## src/rtl/bisr_ru_pkg.sv

```systemverilog
// ============================================================================
// Module   : bisr_ru_pkg
// Brief    : Shared types and default geometry for the BISR recompute-unit path.
// Revision : 1.0 - initial release
// ============================================================================
`default_nettype none

package bisr_ru_pkg;

    localparam int C_ROWS      = 4;
    localparam int C_COLS      = 4;
    localparam int C_NUM_RU    = 4;
    localparam int C_WORD_SIZE = 16;

    typedef struct packed {
        logic [C_ROWS-1:0]      row;
        logic [C_COLS-1:0]      col;
        logic [C_WORD_SIZE-1:0] data;
    } ru_entry_t;

endpackage

`default_nettype wire

```

## src/rtl/rr_arbiter.sv

```systemverilog
// ============================================================================
// Module   : rr_arbiter
// Brief    : Combinational round-robin picker; the rotating pointer is owned by the caller.
// Revision : 1.0 - initial release
// ============================================================================
`default_nettype none

module rr_arbiter #(
    parameter int N     = 4,
    parameter int PTR_W = (N > 1) ? $clog2(N) : 1
) (
    input  logic [N-1:0]     req,
    input  logic [PTR_W-1:0] ptr,
    input  logic             en,
    output logic [N-1:0]     grant,
    output logic [PTR_W-1:0] grant_idx
);

    logic             w_found;
    logic [PTR_W-1:0] w_sel;

    // Scan N positions starting at ptr; the first requester wins.
    always_comb begin
        grant     = '0;
        grant_idx = '0;
        w_found   = 1'b0;
        w_sel     = '0;
        for (int k = 0; k < N; k++) begin
            w_sel = PTR_W'((int'(ptr) + k) % N);
            if (en && !w_found && req[w_sel]) begin
                w_found      = 1'b1;
                grant[w_sel] = 1'b1;
                grant_idx    = w_sel;
            end
        end
    end

endmodule

`default_nettype wire

```

## src/rtl/ru_writeback_arbiter.sv

```systemverilog
// ============================================================================
// Module   : ru_writeback_arbiter
// Brief    : Per-RU holding slots feeding the RU data buffer's single write port.
// Revision : 1.0 - initial release
// ============================================================================
`default_nettype none

module ru_writeback_arbiter
    import bisr_ru_pkg::*;
#(
    parameter int ROWS      = C_ROWS,
    parameter int COLS      = C_COLS,
    parameter int NUM_RU    = C_NUM_RU,
    parameter int WORD_SIZE = C_WORD_SIZE
) (
    input  logic                         clk,
    input  logic                         rst,
    input  logic [NUM_RU-1:0]            ru_valid,
    output logic [NUM_RU-1:0]            ru_ready,
    input  logic [ROWS-1:0]              ru_row  [NUM_RU],
    input  logic [COLS-1:0]              ru_col  [NUM_RU],
    input  logic [WORD_SIZE-1:0]         ru_data [NUM_RU],
    input  logic                         hold,
    output logic                         we,
    output logic [ROWS-1:0]              wr_row,
    output logic [COLS-1:0]              wr_col,
    output logic [WORD_SIZE-1:0]         wr_data,
    output logic                         idx_err,
    output logic [$clog2(NUM_RU+1)-1:0]  pending
);

    localparam int PTR_W = (NUM_RU > 1) ? $clog2(NUM_RU) : 1;
    localparam int CNT_W = $clog2(NUM_RU + 1);

    typedef struct packed {
        logic [ROWS-1:0]      row;
        logic [COLS-1:0]      col;
        logic [WORD_SIZE-1:0] data;
    } slot_t;

    slot_t                slot_q [NUM_RU];
    slot_t                slot_d [NUM_RU];
    logic [NUM_RU-1:0]    full_q, full_d;
    logic [PTR_W-1:0]     ptr_q, ptr_d;
    logic                 we_q, we_d;
    logic                 idx_err_q, idx_err_d;
    logic [ROWS-1:0]      wr_row_q, wr_row_d;
    logic [COLS-1:0]      wr_col_q, wr_col_d;
    logic [WORD_SIZE-1:0] wr_data_q, wr_data_d;
    logic [CNT_W-1:0]     pending_q, pending_d;

    logic [NUM_RU-1:0]    w_grant;
    logic [NUM_RU-1:0]    w_accept;
    logic [PTR_W-1:0]     w_grant_idx;
    logic                 w_any_grant;
    logic                 w_in_range;
    slot_t                w_head;

    function automatic logic [CNT_W-1:0] popcnt(input logic [NUM_RU-1:0] v);
        logic [CNT_W-1:0] cnt;
        cnt = '0;
        for (int i = 0; i < NUM_RU; i++) begin
            cnt = cnt + CNT_W'(v[i]);
        end
        return cnt;
    endfunction

    rr_arbiter #(
        .N     (NUM_RU),
        .PTR_W (PTR_W)
    ) u_rr_arbiter (
        .req       (full_q),
        .ptr       (ptr_q),
        .en        (!hold),
        .grant     (w_grant),
        .grant_idx (w_grant_idx)
    );

    // A draining slot is ready again on the same edge, giving one beat per cycle per RU.
    assign ru_ready    = ~{NUM_RU{rst}} & (~full_q | w_grant);
    assign w_accept    = ru_valid & ru_ready;
    assign w_any_grant = |w_grant;
    assign w_head      = slot_q[w_grant_idx];
    assign w_in_range  = (int'(w_head.row) < ROWS) && (int'(w_head.col) < COLS);

    always_comb begin
        full_d    = full_q;
        ptr_d     = ptr_q;
        we_d      = 1'b0;
        idx_err_d = 1'b0;
        wr_row_d  = wr_row_q;
        wr_col_d  = wr_col_q;
        wr_data_d = wr_data_q;
        for (int i = 0; i < NUM_RU; i++) begin
            slot_d[i] = slot_q[i];
            if (w_grant[i]) begin
                full_d[i] = 1'b0;
            end
            if (w_accept[i]) begin
                full_d[i] = 1'b1;
                slot_d[i] = '{row: ru_row[i], col: ru_col[i], data: ru_data[i]};
            end
        end
        if (w_any_grant) begin
            ptr_d = (w_grant_idx == PTR_W'(NUM_RU - 1)) ? '0 : w_grant_idx + PTR_W'(1);
            if (w_in_range) begin
                we_d      = 1'b1;
                wr_row_d  = w_head.row;
                wr_col_d  = w_head.col;
                wr_data_d = w_head.data;
            end else begin
                idx_err_d = 1'b1;
            end
        end
        pending_d = popcnt(full_d);
    end

    always_ff @(posedge clk) begin
        if (rst) begin
            full_q    <= '0;
            ptr_q     <= '0;
            we_q      <= 1'b0;
            idx_err_q <= 1'b0;
            wr_row_q  <= '0;
            wr_col_q  <= '0;
            wr_data_q <= '0;
            pending_q <= '0;
            for (int i = 0; i < NUM_RU; i++) begin
                slot_q[i] <= '0;
            end
        end else begin
            full_q    <= full_d;
            ptr_q     <= ptr_d;
            we_q      <= we_d;
            idx_err_q <= idx_err_d;
            wr_row_q  <= wr_row_d;
            wr_col_q  <= wr_col_d;
            wr_data_q <= wr_data_d;
            pending_q <= pending_d;
            for (int i = 0; i < NUM_RU; i++) begin
                slot_q[i] <= slot_d[i];
            end
        end
    end

    assign we      = we_q;
    assign idx_err = idx_err_q;
    assign wr_row  = wr_row_q;
    assign wr_col  = wr_col_q;
    assign wr_data = wr_data_q;
    assign pending = pending_q;

endmodule

`default_nettype wire
```

## config.mk

```make
export PLATFORM = sky130hd
export DESIGN_NAME = ru_writeback_arbiter
export DESIGN_NICKNAME = d
export VERILOG_FILES = /design/src/rtl/bisr_ru_pkg.sv /design/src/rtl/rr_arbiter.sv /design/src/rtl/ru_writeback_arbiter.sv
export SDC_FILE = /design/constraint.sdc
export NUM_CORES = 1
export LEC_CHECK = 0
export ABC_AREA = 0
export ABC_CLOCK_PERIOD_IN_PS = 6200
export BUFFER_PORTS_ARGS = -buffer_cell sky130_fd_sc_hd__buf_2
export CORE_MARGIN = 5
export CORE_UTILIZATION = 50
export DETAILED_ROUTE_END_ITERATION = 10
export MAX_ROUTING_LAYER = met4
export PLACE_DENSITY = 0.75
export SYNTH_ARGS = -nofsm -noshare
export SYNTH_HDL_FRONTEND = slang
export SYNTH_SLANG_ARGS = --single-unit
```

## constraint.sdc

```tcl
create_clock -name clk -period 6.2 [get_ports clk]
set_input_delay 1.24 -clock clk [delete_from_list [all_inputs] [get_ports clk]]
set_output_delay 1.24 -clock clk [all_outputs]
set_load 0.02 [all_outputs]
```

==> key figures <==
Status
  – Result of the run: complete, no violations

Final layout
  – Fin nets: around 760
  – Count of inserted antenna diode cells: 0
  – Layout cell share with drive strength beyond 1: 0.291
  – Layout filler cell count: 1012
  – Number of standard cells in the final layout excluding fillers: approximately 840
  – Synthesis-to-layout area growth: 20.6%
  – Final design area excluding fillers: 7650 um^2

Floorplanning
  – Initial cell density of the core: 0.507
  – Die width: 123 um
  – Area of the placeable core: around 13000 um^2
  – Die Y: 123 um
  – Number of ports placed on the die boundary: roughly 140
  – Std-Cell Rows: 41
  – Die ar.: 15000 um^2

Setup path
  – List of cells traversed by the critical path: inv_1 -> ha_1 -> mux4_2 -> nand2b_1 -> nor3_4 -> a222oi_1 -> a21oi_1 -> buf_4 -> buf_2
  – Slowest cell delay on critical path: 0.78 ns
  – Worst R2R Path Depth: 9
  – Maximum fanout count along the critical path: 26
  – R2R Setup Slk: ~1.7 ns
  – Crit path max-delay cell type: sky130_fd_sc_hd__dfxtp_1
  – FF-to-FF Start: ptr_q[0]$_SDFFE_PP0P_
  – Data arrival time of the critical path: between 3 and 4 ns
  – Element type at the critical path start: register
  – End of the worst register-to-register path: slot_q[2][20]$_SDFFCE_PN0P_
  – Worst Path Required: 4.96 ns
  – Start-to-end type of the worst setup path: register to primary output
  – Worst Setup End Kind: primary output

Hold path
  – Hold path start: wr_data[2]$_SDFFE_PP0P_
  – End point of the most critical hold path: wr_data[2]$_SDFFE_PP0P_
  – Worst hold path class: register to register
  – Number of instances on the worst hold path: 2

Placement
  – Final Wtd Congestion: 0.850
  – Cell area after placement: 7090 um^2
  – Number of cells in the design after placement: 804
  – Port Buffers: 135
  – Estimated wirelength of the detail-placed design: 10800 um

STA
  – Number of max-slew violations in the final report: 0
  – Final-report setup violation count: 0
  – Headroom to the max-slew limit: 0.319
  – Hold Fails Final Rpt: 0
  – Share of the clock period used by the worst path after layout: 0.825
  – Final period demand of the worst path: 5.12 ns
  – Fin Clk Skew: 0.0102 ns
  – Maximum clock frequency: 195 MHz
  – RSZ-0062 raised after global routing: false
  – Final setup TNS: 0 ns
  – Tightest Pin Transition: 1.02 ns

Logic synthesis
  – Cells after synthesis: 533
  – Number of flops mapped to enable cells by yosys: 96
  – Warnings from Yosys: 0
  – Sequential-to-total area share from yosys stat: 0.565
  – Unique masters post-synth: 56
  – Net Count, Synth: 646
  – Post-synthesis register bit count: 131
  – Predominant post-synthesis flop cell: sky130_fd_sc_hd__edfxtp_1
  – Avg Synthesized Cell Area: 11.9 um^2
  – Fraction of registers with async set/reset: 0
  – Syn Std Cell Area: 6340 um^2

GRT
  – First-pass GRT wire length: between 20000 and 25000 um
  – GRT Total Usage: 0.219
  – Maximum number of pins on one net before global-route repair: between 60 and 70
  – Sum of overflow across all layers after global routing: 0
  – Vias in the first global route: 4503
  – Initial antenna violation count: 0

Clocking
  – Clock slew at reported path FFs: 0.06 ns
  – CTS tree: yes
  – Max Buffers Root-to-Sink: 2
  – Cts-stage hold buffer count: 0
  – Num Clock Sinks: ~130
  – H-tree lvl count: 4
  – Clock insertion delay at the later pin of the skew report: approximately 0.41 ns
  – Setup Fix Bufs, Post-CTS: 0
  – Clock buffer count from CTS: 17
  – Cells resized by post-CTS repair: 0
  – Clk Tree Root Cell: sky130_fd_sc_hd__clkbuf_16

Run
  – Max-cap violations: 0

Pwr
  – Clock network fraction of design power: 0.307
  – Switching power: 1.04 mW
  – Leakage power: approximately 3.3 nW
  – Internal power summed over all cells: between 1.5 and 2 mW
  – Net switching fraction of the power: 0.343
  – Combinational share of power: 0.316
  – Sequential Power Share: 0.377
  – Highest ir drop seen on vdd: 294 uV
  – Total power per unit cell area: a little under 400 nW/um^2

Drt
  – Average wire per cell in the routed design: 18.6 um
  – Via total after detailed routing: 4583
  – Wire length after detailed routing: 15500 um
  – Number of nets still failing antenna checks after routing: 0
  – Router iterations before antenna repair: 5
  – Number of remaining DRC errors: 0
  – Iteration-0 DRC Markers: around 350
  – Via count normalized by instance count: 5.48
cell families (layout without fill, tap and decap cells):
kind of cell / after synthesis / in the layout / share of synthesized area
multiplexers: 30 / 30 / 0.0556
adder cells (fa/ha/maj): 10 / 10 / 0.0209
XOR/XNOR: 1 / 1 / 0.00138
flip-flops: 131 / 131 / 0.565
AO/OA/AOI/OAI: 77 / 77 / 0.100
buffers and inverters: 53 / 184 / 0.0410
AND/OR/NAND/NOR: 231 / 231 / 0.216
synth_stat cells, types with 3 or more instances:
cell type / count / area [um^2]
sky130_fd_sc_hd__a311o_1: 20 / 200
sky130_fd_sc_hd__or2_2: 5 / 31.3
sky130_fd_sc_hd__o21ai_0: 4 / 20.0
sky130_fd_sc_hd__and2_1: 50 / 313
sky130_fd_sc_hd__clkbuf_1: 27 / 101
sky130_fd_sc_hd__a21oi_1: 11 / 55.1
sky130_fd_sc_hd__edfxtp_1: 96 / 2880
sky130_fd_sc_hd__nor4_1: 3 / 18.8
sky130_fd_sc_hd__a211oi_1: 24 / 180
sky130_fd_sc_hd__nand2_1: 45 / 169
sky130_fd_sc_hd__nor3_1: 3 / 15.0
sky130_fd_sc_hd__nor3b_1: 21 / 158
sky130_fd_sc_hd__dfxtp_1: 35 / 701
sky130_fd_sc_hd__nor2_1: 9 / 33.8
sky130_fd_sc_hd__mux4_2: 4 / 90.1
sky130_fd_sc_hd__inv_1: 8 / 30.0
sky130_fd_sc_hd__ha_1: 9 / 113
sky130_fd_sc_hd__nor2b_1: 9 / 56.3
sky130_fd_sc_hd__nand2b_1: 22 / 138
sky130_fd_sc_hd__and3_1: 49 / 307
sky130_fd_sc_hd__mux2i_1: 24 / 240
sky130_fd_sc_hd__buf_2: 13 / 65.1
sky130_fd_sc_hd__and3b_1: 6 / 52.6
registers in the layout, summed over array words and instances (netlist names):
| signal | cells |
|---|---|
| slot_q | 96 |
| full_q | 4 |
| ptr_q | 2 |
| idx_err | 1 |
| wr_row | 4 |
| wr_col | 4 |
| pending | 3 |
| wr_data | 16 |
| we | 1 |
power by group through the flow:
| stage | Combinational, mW | Clock [mW] | Sequential, mW |
|---|---|---|---|
| after floorplan | 0.674 | 0 | 1.18 |
| after global placement | 0.929 | 0 | 1.15 |
| after detailed placement | 0.952 | 0 | 1.16 |
| after CTS | 0.956 | 0.945 | 1.14 |
| after global routing | 1.04 | 0.986 | 1.16 |
| final | 0.958 | 0.931 | 1.14 |
placed cells by master (no fill, tap or decap), drive strengths merged, types with 2 or more instances in the layout:
cell type  count
mux4           4
clkbuf        20
a31oi          2
clkinvlp       4
a211oi        25
a21oi         11
a22oi          2
nor2b          9
buf          144
a311o         20
ha             9
and2          51
o21ai          5
edfxtp        96
mux2i         24
mux2           2
and3          49
nor2           9
nor3           4
nand2b        22
nand2         45
clkinv         4
nor3b         21
and3b          6
nor4           3
inv           11
dfxtp         35
or2            6
a21o           2
critical path, delay by kind of cell, from the launching register on:
family,cells,cell delay [ns]
AND/OR/NAND/NOR,2,0.25
AO/OA/AOI/OAI,2,0.71
buffers and inverters,3,0.60
flip-flops,1,0.78
adder cells (fa/ha/maj),1,0.53
multiplexers,1,0.58
worst max-delay path by stage:
stage,end,depth (start not counted),slack [ns],from
4_1_cts,ru_ready[3],9,1.08,ptr_q[0]$_SDFFE_PP0P_
2_1_floorplan,ru_ready[3],11,2.00,ptr_q[0]$_SDFFE_PP0P_
3_5_place_dp,ru_ready[3],9,1.56,ptr_q[0]$_SDFFE_PP0P_
3_3_place_gp,ru_ready[3],9,1.70,ptr_q[0]$_SDFFE_PP0P_
6_report,ru_ready[3],9,1.08,ptr_q[0]$_SDFFE_PP0P_
5_1_grt,ru_ready[3],9,0.78,ptr_q[0]$_SDFFE_PP0P_
stage by stage:
stage | hold slack (ns) | util | total power, mW | setup slack, ns
after floorplan | 0.549 | - | 1.85 | 2.00
after global placement | 0.468 | 0.567 | 2.08 | 1.70
after detailed placement | 0.485 | 0.567 | 2.11 | 1.56
after CTS | 0.495 | 0.611 | 3.05 | 1.08
after global routing | 0.514 | 0.611 | 3.18 | 0.781
final | 0.488 | 0.611 | 3.03 | 1.08
layout make-up:
cell class	count	area (um^2)	area share
Clock inverter	12	105	0.0137
Sequential cell	131	3580	0.469
Inverter	8	30.0	0.00393
Clock buffer	20	447	0.0584
Timing Repair Buffer	144	743	0.0972
Multi-Input combinational cell	349	2520	0.330
Tap cell	172	215	0.0281
routing by layer:
metal / part of all wire / GRT usage
met4: 0.0094 / 0.0637
met2: 0.49 / 0.338
met5: 0 / -
met3: 0.060 / 0.0488
met1: 0.45 / 0.293
Note: power is estimated with default switching activity, not from simulation.
